$ cat src/rtl/year_pkg.sv
// Shared types and constants for the calendar year stage.
// Op encoding for the two-phase latch/apply register, edit cursor codes, BCD helpers.
package year_pkg;

    typedef enum logic [1:0] {
        OP_NONE = 2'd0,
        OP_TICK = 2'd1,
        OP_INC  = 2'd2,
        OP_DEC  = 2'd3
    } op_e;

    localparam logic [2:0]  POS_Y_UNITS     = 3'd4;
    localparam logic [2:0]  POS_Y_TENS      = 3'd5;
    localparam logic [2:0]  POS_Y_HUNDS     = 3'd6;
    localparam logic [2:0]  POS_Y_THOUS     = 3'd7;

    localparam logic [1:0]  EDIT_SCREEN_DEF = 2'd1;
    localparam logic [15:0] RESET_YEAR_DEF  = 16'h2000;

    // Divisibility by 4 of a two-digit BCD value without converting to binary.
    function automatic logic bcd_mod4_zero(input logic [3:0] tens, input logic [3:0] units);
        logic units_even_set;
        logic units_odd_set;
        units_even_set = (units == 4'd0) || (units == 4'd4) || (units == 4'd8);
        units_odd_set  = (units == 4'd2) || (units == 4'd6);
        return tens[0] ? units_odd_set : units_even_set;
    endfunction

endpackage

$ cat src/rtl/bcd_digit_step.sv
// One BCD digit: ripple increment when carry_in is set, otherwise isolated mod-10 inc/dec.
// carry_in takes precedence so a TICK never mixes with an edit.
module bcd_digit_step (
    input  logic [3:0] digit,
    input  logic       inc,
    input  logic       dec,
    input  logic       carry_in,
    output logic [3:0] digit_next,
    output logic       carry_out
);

    always_comb begin
        digit_next = digit;
        carry_out  = 1'b0;
        if (carry_in) begin
            if (digit == 4'd9) begin
                digit_next = 4'd0;
                carry_out  = 1'b1;
            end else begin
                digit_next = digit + 4'd1;
            end
        end else if (inc) begin
            digit_next = (digit == 4'd9) ? 4'd0 : digit + 4'd1;
        end else if (dec) begin
            digit_next = (digit == 4'd0) ? 4'd9 : digit - 4'd1;
        end
    end

endmodule

$ cat src/rtl/year_counter.sv
// Calendar year stage: counts month-counter carries, supports per-digit front-panel edits.
// Leap flag is built only when YEAR_LEAP_EN is defined; otherwise it is tied low.
module year_counter
    import year_pkg::*;
#(
    parameter logic [15:0] RESET_YEAR  = RESET_YEAR_DEF,
    parameter logic [1:0]  EDIT_SCREEN = EDIT_SCREEN_DEF
) (
    input  logic        clk,
    input  logic        reset,
    input  logic        clk_year,
    input  logic        key_plus,
    input  logic        key_minus,
    input  logic [2:0]  edit_pos,
    input  logic        edit_mode,
    input  logic [1:0]  screen,
    output logic [15:0] years,
    output logic        leap,
    output logic        clk_century
);

    op_e         op_q, op_d;
    logic [1:0]  pos_q, pos_d;
    logic [15:0] years_q, years_d;
    logic        century_q, century_d;
    logic        key_plus_prev_q, key_plus_prev_d;
    logic        key_minus_prev_q, key_minus_prev_d;

    logic        plus_fall;
    logic        minus_fall;
    logic        edit_ok;
    logic [4:0]  carry;
    logic [15:0] years_step;

    assign carry[0] = (op_q == OP_TICK);

    for (genvar i = 0; i < 4; i++) begin : g_digit
        bcd_digit_step u_step (
            .digit      (years_q[4*i +: 4]),
            .inc        ((op_q == OP_INC) && (pos_q == 2'(i))),
            .dec        ((op_q == OP_DEC) && (pos_q == 2'(i))),
            .carry_in   (carry[i]),
            .digit_next (years_step[4*i +: 4]),
            .carry_out  (carry[i+1])
        );
    end

    always_comb begin
        plus_fall        = key_plus_prev_q & ~key_plus;
        minus_fall       = key_minus_prev_q & ~key_minus;
        edit_ok          = edit_mode && (screen == EDIT_SCREEN) && edit_pos[2];
        op_d             = OP_NONE;
        pos_d            = pos_q;
        key_plus_prev_d  = key_plus;
        key_minus_prev_d = key_minus;

        // A run tick always consumes the cycle, even when editing drops it.
        if (clk_year) begin
            op_d = edit_mode ? OP_NONE : OP_TICK;
        end else if (plus_fall) begin
            op_d  = edit_ok ? OP_INC : OP_NONE;
            pos_d = edit_pos[1:0];
        end else if (minus_fall) begin
            op_d  = edit_ok ? OP_DEC : OP_NONE;
            pos_d = edit_pos[1:0];
        end

        years_d   = years_step;
        century_d = (op_q == OP_TICK) && (years_step[7:0] == 8'h00);
    end

    always_ff @(posedge clk or negedge reset) begin
        if (!reset) begin
            op_q             <= OP_NONE;
            pos_q            <= 2'd0;
            years_q          <= RESET_YEAR;
            century_q        <= 1'b0;
            key_plus_prev_q  <= 1'b1;
            key_minus_prev_q <= 1'b1;
        end else begin
            op_q             <= op_d;
            pos_q            <= pos_d;
            years_q          <= years_d;
            century_q        <= century_d;
            key_plus_prev_q  <= key_plus_prev_d;
            key_minus_prev_q <= key_minus_prev_d;
        end
    end

`ifdef YEAR_LEAP_EN
    // Century years (yy = 00) fall back to the cc mod 4 test.
    always_comb begin
        if (years_q[7:0] == 8'h00) begin
            leap = bcd_mod4_zero(years_q[15:12], years_q[11:8]);
        end else begin
            leap = bcd_mod4_zero(years_q[7:4], years_q[3:0]);
        end
    end
`else
    assign leap = 1'b0;
`endif

    assign years       = years_q;
    assign clk_century = century_q;

endmodule
$ cat config.mk
export PLATFORM = sky130hd
export DESIGN_NAME = year_counter
export DESIGN_NICKNAME = d
export VERILOG_FILES = /design/src/rtl/year_pkg.sv /design/src/rtl/bcd_digit_step.sv /design/src/rtl/year_counter.sv
export SDC_FILE = /design/constraint.sdc
export NUM_CORES = 1
export LEC_CHECK = 0
export CAP_MARGIN = 0
export CELL_PAD_IN_SITES_DETAIL_PLACEMENT = 2
export CELL_PAD_IN_SITES_GLOBAL_PLACEMENT = 2
export CORE_MARGIN = 4
export CORE_UTILIZATION = 34
export DETAILED_ROUTE_END_ITERATION = 10
export PLACE_DENSITY = 0.85
export SLEW_MARGIN = 20
export SYNTH_ARGS = -nofsm -noshare
export SYNTH_HDL_FRONTEND = slang
export SYNTH_SLANG_ARGS = --single-unit
$ cat constraint.sdc
create_clock -name clk -period 4.1 [get_ports clk]
set_clock_uncertainty 0.15 [all_clocks]
set_input_delay 0.82 -clock clk [delete_from_list [all_inputs] [get_ports clk]]
set_output_delay 0.82 -clock clk [all_outputs]
set_load 0.005 [all_outputs]
==> metrics.txt <==
status completed; Req. time, crit path 4.12 ns; largest family of logic cells by synthesized area simple AND/OR/NAND/NOR gates; Slowest cell on crit path dfrtp_1; critical path class flip-flop to flip-flop; leakage 0.7595 nW; routed len/inst 17.04 µm; ys flop type dfrtp_1; layout cells sized above 1 10.68%; Placement Cell Area 0.001923 mm²; design area 0.001969 mm²; worst reg2reg path depth 5; #FFs+latches synth 23; CTS resizes 0; critical path peak fanout 15; R2R Setup Slk 1.61 ns; DRC viols 0; CTS buffer count 3; asr flop ratio synth 100.0%; CTS H-tree depth 1; clk buf depth 2; setup TNS 0 ns; worst reg2reg startpoint years[1]; Post-CTS Hold Fix Bufs 0; Top Ports 29; Worst setup SP type flip-flop; Fmax 400.9 MHz; Worst-Skew Late Latency 0.27 ns; antenna violations before repair 0; ANT nets after route 0; CORE AREA 0.004723 mm²; WP data arrival 2.52 ns; Gate Count Post-Synth 192; worst slew pin tran 0.7242 ns; n_diodes 0; unrepaired setup endpoints after global routing no; final hold vios 0; Die ar. 0.006078 mm²; min Tclk post-route 2.494 ns; Seq/Total Area, Yosys 34.81%; Post-Route WL 4651 µm; simple-gate share of the synthesized area 28.57%; compound-gate portion of the synthesized area 18.42%; Initial Utilization 35.23%; total number of vias 1497; first-pass GRT wire length 8010 µm; area delta synth->final 18.35%; Maximum Capacitance Violations 0; Die Y 77.96 µm; Synth Area in Adders 0%; Synth Area in XOR/XNOR 3.684%; remaining global-route overflow 0; Net Count, Synth 203; nets@finish 218; CTS tree done; routability cong. 0.8096; I/O Buffers 27; Cell Area, Synth 0.001664 mm²; Filler cells 531; max-slew violations 0; die width 77.96 µm; Slew HR 51.32%; DP HPWL 3484 µm; CP endpoint kind flip-flop; final worst-path cycle share 60.84%; post-synthesis mux area share 7.669%; GR Util All Layers 16.11%; Yosys cell types 55; Pwr Density 434.8 mW/mm²; Post-CTS Setup Repair Bufs 0; Rows 25; Reg clk slew, reported paths 0.09 ns; Via density 5.484; crit-path cells or3b_4 -> o22ai_1 -> a21oi_1 -> mux4_2 -> and4b_1; Post-synth EDFFs 0; Avg Synthesized Cell Area 8.667 µm²; CTS Sinks 23; largest net degree at the start of global routing 24; Initial DRC Count 56; final setup vio count 0; delay of the slowest critical-path stage 0.55 ns; vias in the first global route 1586; Peak VDD IR 0.1472 mV; Pre-antenna DRT Iters 4; root buffer cell clkbuf_8; Yosys warning count 0; Min-Delay Path Class primary input to asynchronous set/reset pin; r2r endpoint clk_century
layout by cell type, fill, tap and decap left out, drive strengths merged, types with 4 or more instances in the layout:
| cell type | instances |
|---|---|
| nand2b | 7 |
| xnor2 | 6 |
| mux2 | 4 |
| o21ai | 14 |
| nand3 | 7 |
| a21oi | 10 |
| clkbuf | 4 |
| nand2 | 16 |
| clkdlybuf4s50 | 26 |
| mux2i | 6 |
| dfrtp | 20 |
| and2 | 4 |
| inv | 4 |
| nor2b | 4 |
| nor2 | 17 |
| nor3 | 4 |
area by class of cell:
type / count / area [µm²] / area share [%]
repair buffers: 27 / 265.3 / 13.47
well taps: 67 / 83.83 / 4.257
multi-input cells: 148 / 980.9 / 49.81
clock buffers: 4 / 45.04 / 2.287
flip-flops and latches: 23 / 579.3 / 29.42
inverters: 4 / 15.01 / 0.7624
worst max path at each step:
stage	from	endpoint	slack [ns]	cells past startpoint
finish	years[1]	clk_century	1.61	5
global route	years[1]	clk_century	1.46	5
CTS	op_q[0]	clk_century	1.51	5
detailed placement	op_q[0]	clk_century	1.56	5
global placement	years[1]	clk_century	1.73	5
floorplan	years[9]	years[14]	1.89	7
worst max-delay path: cells and delay by family (launching register included):
family	cells	cell delay, ns
AND/OR/NAND/NOR	2	0.66
multiplexers	1	0.47
flip-flops	1	0.55
AO/OA/AOI/OAI	2	0.56
kinds of logic after synthesis:
logic type / after synthesis
simple gates: 82
xor+xnor: 7
other cells: 1
mux: 11
buf+inv: 21
flops: 23
compound gates: 47
state kept, by name, indices dropped and copies added (netlist names):
register,count
years,16
op_q,2
pos_q,2
clk_century,1
key_minus_prev_q,1
key_plus_prev_q,1
synthesized netlist by cell type (3+ instances only):
cell type	count	area, µm²
dfrtp_1	20	500.5
nor2_1	17	63.81
nand2_1	16	60.06
o21ai_0	14	70.07
a21oi_1	9	45.04
clkbuf_1	9	33.78
nand2b_1	7	43.79
nand3_1	7	35.03
mux2i_1	6	60.06
xnor2_1	6	52.55
inv_1	4	15.01
mux2_2	4	45.04
nor2b_1	4	25.02
nor3_1	4	20.02
a31oi_1	3	18.77
and2_1	3	18.77
and3_1	3	18.77
buf_2	3	15.01
buf_6	3	33.78
dfstp_2	3	78.83
nand3b_1	3	22.52
o211ai_1	3	22.52
o2bb2ai_1	3	26.28
per-layer routing:
metal,wire (µm),GRT usage [%]
met1,2097,20.63
met2,2410,28.34
met3,117,2.204
met4,25,4.196
met5,0,0
metrics by stage:
stage               worst slack, ns  utilization [%]  power, mW  instances  hold WS (ns)
floorplan                     1.894                -     0.5714        192        0.3744
global placement              1.734            40.72     0.6862        269        0.4698
detailed placement            1.561            40.72     0.7120        269        0.4951
CTS                           1.505            41.67     0.8676        273        0.5068
global route                  1.464            41.70     0.9251        273        0.4097
finish                        1.606            41.70     0.8562        273        0.3648
power breakdown:
part,switching [mW],internal [mW]
Clock,0.0811,0.0696
Sequential,0.123,0.272
Combinational,0.131,0.180
Note: power is estimated with default switching activity, not from simulation.
